**src/rtl/mem_bus_arbiter.sv**
```systemverilog
// mem_bus_arbiter: two-requester (IF / LSU) arbiter in front of a single
// synchronous-read memory bus. One transaction is in flight at a time. The
// address is held stable while a read completes, and the read data returns
// to the owner with a one-cycle rvalid pulse. Stores complete in the grant
// cycle and never enter WAIT.
// Optional feature: define MEM_ARB_ROUND_ROBIN_EN for a round-robin
// tie-break. Without it, the LSU has fixed priority on a tie.
module mem_bus_arbiter #(
  parameter int DATA_W     = 32,
  parameter int ADDR_W     = 32,
  parameter int RD_LATENCY = 1
) (
  input  logic              clk,
  input  logic              rst,
  input  logic              if_req,
  input  logic [ADDR_W-1:0] if_addr,
  output logic              if_gnt,
  output logic              if_rvalid,
  output logic [DATA_W-1:0] if_rdata,
  input  logic              lsu_req,
  input  logic [ADDR_W-1:0] lsu_addr,
  input  logic [DATA_W-1:0] lsu_wrdata,
  input  logic              lsu_wren,
  output logic              lsu_gnt,
  output logic              lsu_rvalid,
  output logic [DATA_W-1:0] lsu_rdata,
  output logic [ADDR_W-1:0] bus_addr,
  output logic [DATA_W-1:0] bus_wrdata,
  output logic              bus_wren,
  input  logic [DATA_W-1:0] bus_rddata,
  output logic              busy
);

  generate
    if (RD_LATENCY < 1 || RD_LATENCY > 3) begin : g_bad_latency
      $error("mem_bus_arbiter: RD_LATENCY must be in 1..3");
    end
  endgenerate

  typedef enum logic {IDLE = 1'b0, WAIT = 1'b1} state_t;

  localparam logic [1:0] CNT_INIT = 2'(RD_LATENCY);

  state_t            state_q, state_d;
  logic [1:0]        cnt_q, cnt_d;
  logic [ADDR_W-1:0] addr_q, addr_d;
  logic [DATA_W-1:0] wrdata_q, wrdata_d;
  logic              owner_lsu_q, owner_lsu_d;
  logic [DATA_W-1:0] if_rdata_q, if_rdata_d;
  logic [DATA_W-1:0] lsu_rdata_q, lsu_rdata_d;
  logic              if_rvalid_q, if_rvalid_d;
  logic              lsu_rvalid_q, lsu_rvalid_d;

  // While reset is asserted, requests are masked so that grants, bus_wren
  // and the address mux all read as idle.
  logic if_req_v, lsu_req_v, win_lsu;
  assign if_req_v  = if_req & rst;
  assign lsu_req_v = lsu_req & rst;

`ifdef MEM_ARB_ROUND_ROBIN_EN
  // last_gnt: 1 = LSU, 0 = IF. On a tie the other requester wins.
  logic last_gnt_q, last_gnt_d;

  // Tie-break selection: round-robin against the previous winner.
  always_comb begin
    win_lsu = lsu_req_v;
    if (if_req_v && lsu_req_v) win_lsu = ~last_gnt_q;
  end

  // Previous-winner register.
  always_ff @(posedge clk) begin
    if (!rst) last_gnt_q <= 1'b1;
    else      last_gnt_q <= last_gnt_d;
  end
`else
  // Tie-break selection: the LSU always wins.
  always_comb begin
    win_lsu = lsu_req_v;
  end
`endif

  // Next-state, grant and bus-mux logic.
  always_comb begin
    state_d      = state_q;
    cnt_d        = cnt_q;
    addr_d       = addr_q;
    wrdata_d     = wrdata_q;
    owner_lsu_d  = owner_lsu_q;
    if_rdata_d   = if_rdata_q;
    lsu_rdata_d  = lsu_rdata_q;
    if_rvalid_d  = 1'b0;
    lsu_rvalid_d = 1'b0;
    if_gnt       = 1'b0;
    lsu_gnt      = 1'b0;
    bus_addr     = addr_q;
    bus_wrdata   = wrdata_q;
    bus_wren     = 1'b0;
    busy         = 1'b0;
`ifdef MEM_ARB_ROUND_ROBIN_EN
    last_gnt_d   = last_gnt_q;
`endif
    case (state_q)
      IDLE: begin
        if (if_req_v || lsu_req_v) begin
`ifdef MEM_ARB_ROUND_ROBIN_EN
          last_gnt_d = win_lsu;
`endif
          owner_lsu_d = win_lsu;
          if (win_lsu) begin
            lsu_gnt    = 1'b1;
            bus_addr   = lsu_addr;
            bus_wrdata = lsu_wrdata;
            bus_wren   = lsu_wren;
            addr_d     = lsu_addr;
            wrdata_d   = lsu_wrdata;
            // A store finishes in its grant cycle, so the bus stays free.
            if (!lsu_wren) begin
              state_d = WAIT;
              cnt_d   = CNT_INIT;
            end
          end else begin
            // Fetches carry no write data, so wrdata_q keeps its last value.
            if_gnt   = 1'b1;
            bus_addr = if_addr;
            addr_d   = if_addr;
            state_d  = WAIT;
            cnt_d    = CNT_INIT;
          end
        end
      end
      WAIT: begin
        busy  = 1'b1;
        cnt_d = cnt_q - 2'd1;
        if (cnt_q == 2'd1) begin
          state_d = IDLE;
          if (owner_lsu_q) begin
            lsu_rdata_d  = bus_rddata;
            lsu_rvalid_d = 1'b1;
          end else begin
            if_rdata_d  = bus_rddata;
            if_rvalid_d = 1'b1;
          end
        end
      end
      default: state_d = IDLE;
    endcase
  end

  // State, transaction and return-data registers.
  always_ff @(posedge clk) begin
    if (!rst) begin
      state_q      <= IDLE;
      cnt_q        <= 2'd0;
      addr_q       <= '0;
      wrdata_q     <= '0;
      owner_lsu_q  <= 1'b0;
      if_rdata_q   <= '0;
      lsu_rdata_q  <= '0;
      if_rvalid_q  <= 1'b0;
      lsu_rvalid_q <= 1'b0;
    end else begin
      state_q      <= state_d;
      cnt_q        <= cnt_d;
      addr_q       <= addr_d;
      wrdata_q     <= wrdata_d;
      owner_lsu_q  <= owner_lsu_d;
      if_rdata_q   <= if_rdata_d;
      lsu_rdata_q  <= lsu_rdata_d;
      if_rvalid_q  <= if_rvalid_d;
      lsu_rvalid_q <= lsu_rvalid_d;
    end
  end

  assign if_rdata   = if_rdata_q;
  assign lsu_rdata  = lsu_rdata_q;
  assign if_rvalid  = if_rvalid_q;
  assign lsu_rvalid = lsu_rvalid_q;

endmodule

```
**config.mk**
```make
export PLATFORM = sky130hd
export DESIGN_NAME = mem_bus_arbiter
export DESIGN_NICKNAME = d
export VERILOG_FILES = /design/src/rtl/mem_bus_arbiter.sv
export SDC_FILE = /design/constraint.sdc
export NUM_CORES = 1
export LEC_CHECK = 0
export CAP_MARGIN = 20
export CORE_ASPECT_RATIO = 1.1
export CORE_UTILIZATION = 44
export CTS_CLUSTER_DIAMETER = 100
export CTS_CLUSTER_SIZE = 16
export DETAILED_ROUTE_END_ITERATION = 6
export GPL_ROUTABILITY_DRIVEN = 0
export GPL_TIMING_DRIVEN = 0
export PLACE_DENSITY_LB_ADDON = 0.1
export SLEW_MARGIN = 20
export SYNTH_ARGS = -nofsm -noshare
export SYNTH_HDL_FRONTEND = slang
export SYNTH_SLANG_ARGS = --single-unit
```
**constraint.sdc**
```tcl
create_clock -name clk -period 2.7 [get_ports clk]
set_input_delay 0.54 -clock clk [delete_from_list [all_inputs] [get_ports clk]]
set_output_delay 0.54 -clock clk [all_outputs]
set_load 0.05 [all_outputs]
```
Yosys cells after proc, flatten, opt, wreduce, memory -nomap -nowiden
Cells that the tools add are included.

word-level totals
  word-level logic and storage cells = 50
  memories = 0
  input port bits = 133
  bits in registers = 134
  bits in latches = 0
  bits in writable memories = 0
  output and inout bits = 134
  memory bits (read-only) = 0

operators by class
  muxes and demuxes = 27
  bitwise operators = 4
  reduce and logical (&&, ||, !) cells = 6
  shifts and indexed selects = 0
  div/mod/pow operators = 0
  order comparisons = 0
  $add $sub $neg = 1
  multipliers = 0
  equal/unequal tests = 3

operators with widths
  operator                                             number
  two-way mux 32 bit                                   6
  two-way mux 1 bit                                    16
  AND reduction 3 bit                                  3
  two-way mux 2 bit                                    3
  case mux 2 bit (2 select lines)                      1
  AND reduction 2 bit                                  2
  != test 3 bit, second input constant                 1
  bitwise AND 1 bit                                    2
  equality test 2 x 1 -> 1 bit, second input constant  1
  != test 2 bit, second input constant                 1
  inverter 1 bit                                       2
  case mux 1 bit (2 select lines)                      1
  subtractor 2 x 1 -> 2 bit, second input constant     1
  logical OR 1 bit                                     1

Logic depth before layout (Yosys ltp)
Gate-level depths: netlist of run 1.

  depth in word-level cells = 4
  gate-level depth with buffers = 7
  gate-level depth less buffers = 5

Worst setup path after synthesis of run 1
OpenSTA, ideal clock, no wires.

  kind = input to output
  start = input port rst
  end = output port if_gnt
  cell stages on the path = 4
  arrival time = 2,425 ps
  path slack = -265 ps
  path buffers = 2
  required time = 2,160 ps
  path through = buf_2 inv_1 buf_2 nor4_1

on the way
  word-level cells in the longest chain between the ends = 4
  elaborated cells on any way between the ends = 6
  those cells by class = mux (3); bitwise (2); reduce/logical (1)

ends and longest elaborated chain
  element                                                       RTL line  RTL
  from (decl)                                                   14        input logic rst,
  bitwise AND 1 bit (on tied branches)                          58, 57
  two-way mux 1 bit / logical OR 1 bit (equally long branches)  109, 104
  two-way mux 1 bit (*)                                         104       if (if_req_v || lsu_req_v) begin
  two-way mux 1 bit (*)                                         102       case (state_q)
  to (decl)                                                     17        output logic if_gnt,

Mark *: on every way between the ends. The rest lies on a longest branch, timed or not.

Worst setup path after layout of run 1
  start = input port if_req
  end = output port bus_addr[29]

on the way
  word-level cells in the longest chain between the ends = 4

ends and longest elaborated chain
  element             RTL line  RTL
  from (decl)         15        input logic if_req,
  bitwise AND 1 bit   57        assign if_req_v = if_req & rst;
  logical OR 1 bit    104
  two-way mux 32 bit  --
  two-way mux 32 bit  102
  to (decl)           27        output logic [ADDR_W-1:0] bus_addr,

No other way between the ends.

==> results.md, run 1 <==
- Worst EP arrival: 2130 ps
- Via count: 5676
- CTS H-Tree Depth: 4
- Total power: 5.92 mW
- DP Wirelength: 12900 um
- Worst-Skew Late Latency: 420 ps
- Global-route wire length before repair: 26800 um
- Layout cells sized above 1: 22.0%
- Die area: 13100 um^2
- WS Path Type: input port to output port
- Final setup fails: 0
- FF-to-FF Start: cnt_q[1]
- MaxCap Viol Count: 0
- Switching fraction of total power: 30.2%
- LEAKAGE: 3.45 nW
- Post-route cell area: 9120 um^2
- # fillers: 883
- Top-area cell type share of the netlist area: 48.3%
- Num ports: 267
- Sequential cell area: 2680 um^2
- CTS Buf Count: 17
- Max_slew headroom: 50.8%
- Placement Setup Slack: -863 ps
- Seq/Total Area, Yosys: 48.3%
- Rows: 42
- Ys async rst share: 0%
- Global route overflow: 0
- Core Region: 12200 um^2
- Startpoint types: input port
- # hold bufs at CTS: 0
- Synthesized area per cell: 8.72 um^2
- Min-Delay Path Class: input port to flop
- Yosys cell types: 29
- Worst hold margin: 405 ps
- Die height: 120 um
- Initial antenna violation count: 1
- Crit Path Max Fanout: 10
- Crit path capture: bus_addr[29]
- Drt drc: 0
- Syn. warnings: 0
- CTS max path bufs: 2
- FF+latch count, synth: 134
- Largest net degree at the start of global routing: 17
- RSZ-0062 raised after global routing: yes
- ANT nets after route: 0
- Post-Syn Area: 5550 um^2
- Leading cell type by number of instances after synthesis: nand2_1
- Area delta synth->final: 64.3%
- Clock network power share: 39.7%
- Final hold violations: 0
- Routed via count divided by cell count: 5.22
- Detailed Routing Iterations Pass 1: 4
- Critical Path RT: 2160 ps
- Root Driver: clkbuf_16
- PD cells: 649 nW/um^2
- GRT Total Usage: 26.7%
- Main synth FF type: dfxtp_1
- Max VDD drop: 0.000378 V
- Area contributors post-synth: dfxtp_1, nand2_1, a21oi_1
- Worst-Margin Slew: 738 ps
- Post-synth EDFFs: 0
- Int Power: 4.13 mW
- Die Wd: 109 um
- DR WL/cell: 16.0 um
- Clk slew on worst S/H paths: 60 ps
- Skew final: 6.84 ps
- Critical path launch point: if_req
- Fin worst setup slack: 32.5 ps
- Final period utilization: 98.8%
- Area of placed instances: 8420 um^2
- Logic pwr share: 24.6%
- Non-filler cells, final: 1088
- Slew Limit Fails: 0
- Wirelength, routed: 17400 um
- Area of the multi-input gates: 2680 um^2
- Most area-hungry cell type in the Yosys netlist: dfxtp_1
- Drt first-iter violations: 328
- Min Tclk post-route: 2670 ps
- Outcome: completed
- Reg power frac: 35.6%
- Worst r2r path cells: 6
- Clk sinks: 134
- Placed Cells: 1056
- P_sw: 1.79 mW
- Post-synth top cells: nand2_1, dfxtp_1, a21oi_1
- Worst R2R Setup Slack: 1080 ps
- CP Capture Type: output port
- Cells after Synth: 637
- Nets: 1054
- IO buf count: 265
- Initial Utilization: 45.5%
- Vias in the first global route: 5705
- FMAX: 375 MHz
- CTS tree: done
- Syn nets: 771
- Endpoint of the worst-slack reg-to-reg timing path: if_rdata[10]
[registers in the layout, indices dropped and copies added, names as in the netlist, 2 cells and up]
signal and flops:
wrdata_q 32, if_rdata 32, lsu_rdata 32, addr_q 32
cnt_q 2
[worst min path at each step]
| stage | end | from | slack (ps) | cells past startpoint |
|---|---|---|---|---|
| after floorplan | cnt_q[1] | cnt_q[1] | 450 | 2 |
| after global placement | lsu_rdata[5] | lsu_rdata[5] | 440 | 2 |
| after detailed placement | if_rdata[7] | if_rdata[7] | 450 | 2 |
| after CTS | owner_lsu_q | lsu_req | 390 | 3 |
| after global routing | owner_lsu_q | lsu_req | 420 | 3 |
| final | owner_lsu_q | lsu_req | 400 | 3 |
[cell type report]
cell class / instances / share of cell area (%)
clock buffers: 20 / 5.01
inverters: 5 / 0.206
repair buffers: 266 / 28.7
flip-flops and latches: 134 / 29.4
diodes: 1 / 0.0274
well taps: 154 / 2.11
plain buffers: 54 / 3.50
clock inverters: 12 / 1.66
multi-input cells: 442 / 29.4
[cell usage in the layout (no fill, tap or decap), drive strengths merged, types with 2 or more instances in the layout]
master / n
clkdlybuf4s50: 197
nand2: 196
dfxtp: 134
a21oi: 97
buf: 62
clkbuf: 47
and2: 34
mux2: 32
a311oi: 32
a31oi: 32
clkdlybuf4s15: 29
inv: 6
clkinv: 6
dlygate4sd2: 5
and3: 3
bufinv: 3
nand3b: 2
nand3: 2
nor2: 2
clkinvlp: 2
[per-stage QoR]
step                      utilization (%)  setup TNS, ps
final                                74.8              0
after global routing                 74.8          -79.4
after CTS                            74.4              0
after detailed placement             69.0         -42010
after global placement               69.0         -40620
after floorplan                         -          -2160
[critical path: stages]
cell and delay, ps:
clkdlybuf4s50_1 420, or2_4 270, and2_4 160, buf_6 140
buf_4 180, a31oi_1 180, buf_4 230
[routing by layer]
metal | vias to the layer above | share of wire, % | GRT usage, %
met3 | 38 | 6.7 | 6.90
met4 | 0 | 3.0 | 13.6
met2 | 231 | 52 | 47.6
met5 | - | 0 | 0
li1 | 2749 | - | -
met1 | 2658 | 38 | 28.4
[power groups by stage]
stage                     clock, mW  sequential, mW  combinational, mW
after global routing           2.46            2.12               1.53
final                          2.35            2.11               1.46
after detailed placement          0            2.15               1.45
after global placement            0            2.14               1.42
after CTS                      2.37            2.11               1.44
after floorplan                   0            2.23              0.800
[kinds of logic (layout without fill, tap and decap cells)]
kind of cell	after synthesis	count (layout)	share of synthesized area, %
simple gates	244	244	18.7
compound gates	165	165	21.1
flops	134	134	48.3
buf+inv	61	357	5.23
mux	32	32	6.49
fa+ha+maj	1	1	0.225
other cells	0	1	0
[repair_timing]
item	in CTS	in global routing
gates resized for setup	357	16
buffers inserted	1	0
setup endpoints to repair	67	32
pin swaps	2	0
Note: power is estimated with default switching activity, not from simulation.
==> run 2: changes to the inputs <==
--- a/config.mk
+++ b/config.mk
@@ -5,6 +5,7 @@
 export SDC_FILE = /design/constraint.sdc
 export NUM_CORES = 1
 export LEC_CHECK = 0
+export ABC_AREA = 0
 export CAP_MARGIN = 20
 export CORE_ASPECT_RATIO = 1.1
 export CORE_UTILIZATION = 44
@@ -14,7 +15,7 @@
 export GPL_ROUTABILITY_DRIVEN = 0
 export GPL_TIMING_DRIVEN = 0
 export PLACE_DENSITY_LB_ADDON = 0.1
-export SLEW_MARGIN = 20
+export SLEW_MARGIN = 15
 export SYNTH_ARGS = -nofsm -noshare
 export SYNTH_HDL_FRONTEND = slang
 export SYNTH_SLANG_ARGS = --single-unit
==> results of run 2 <==
No change in the layout: final DEF, timing and power equal those of run 1.
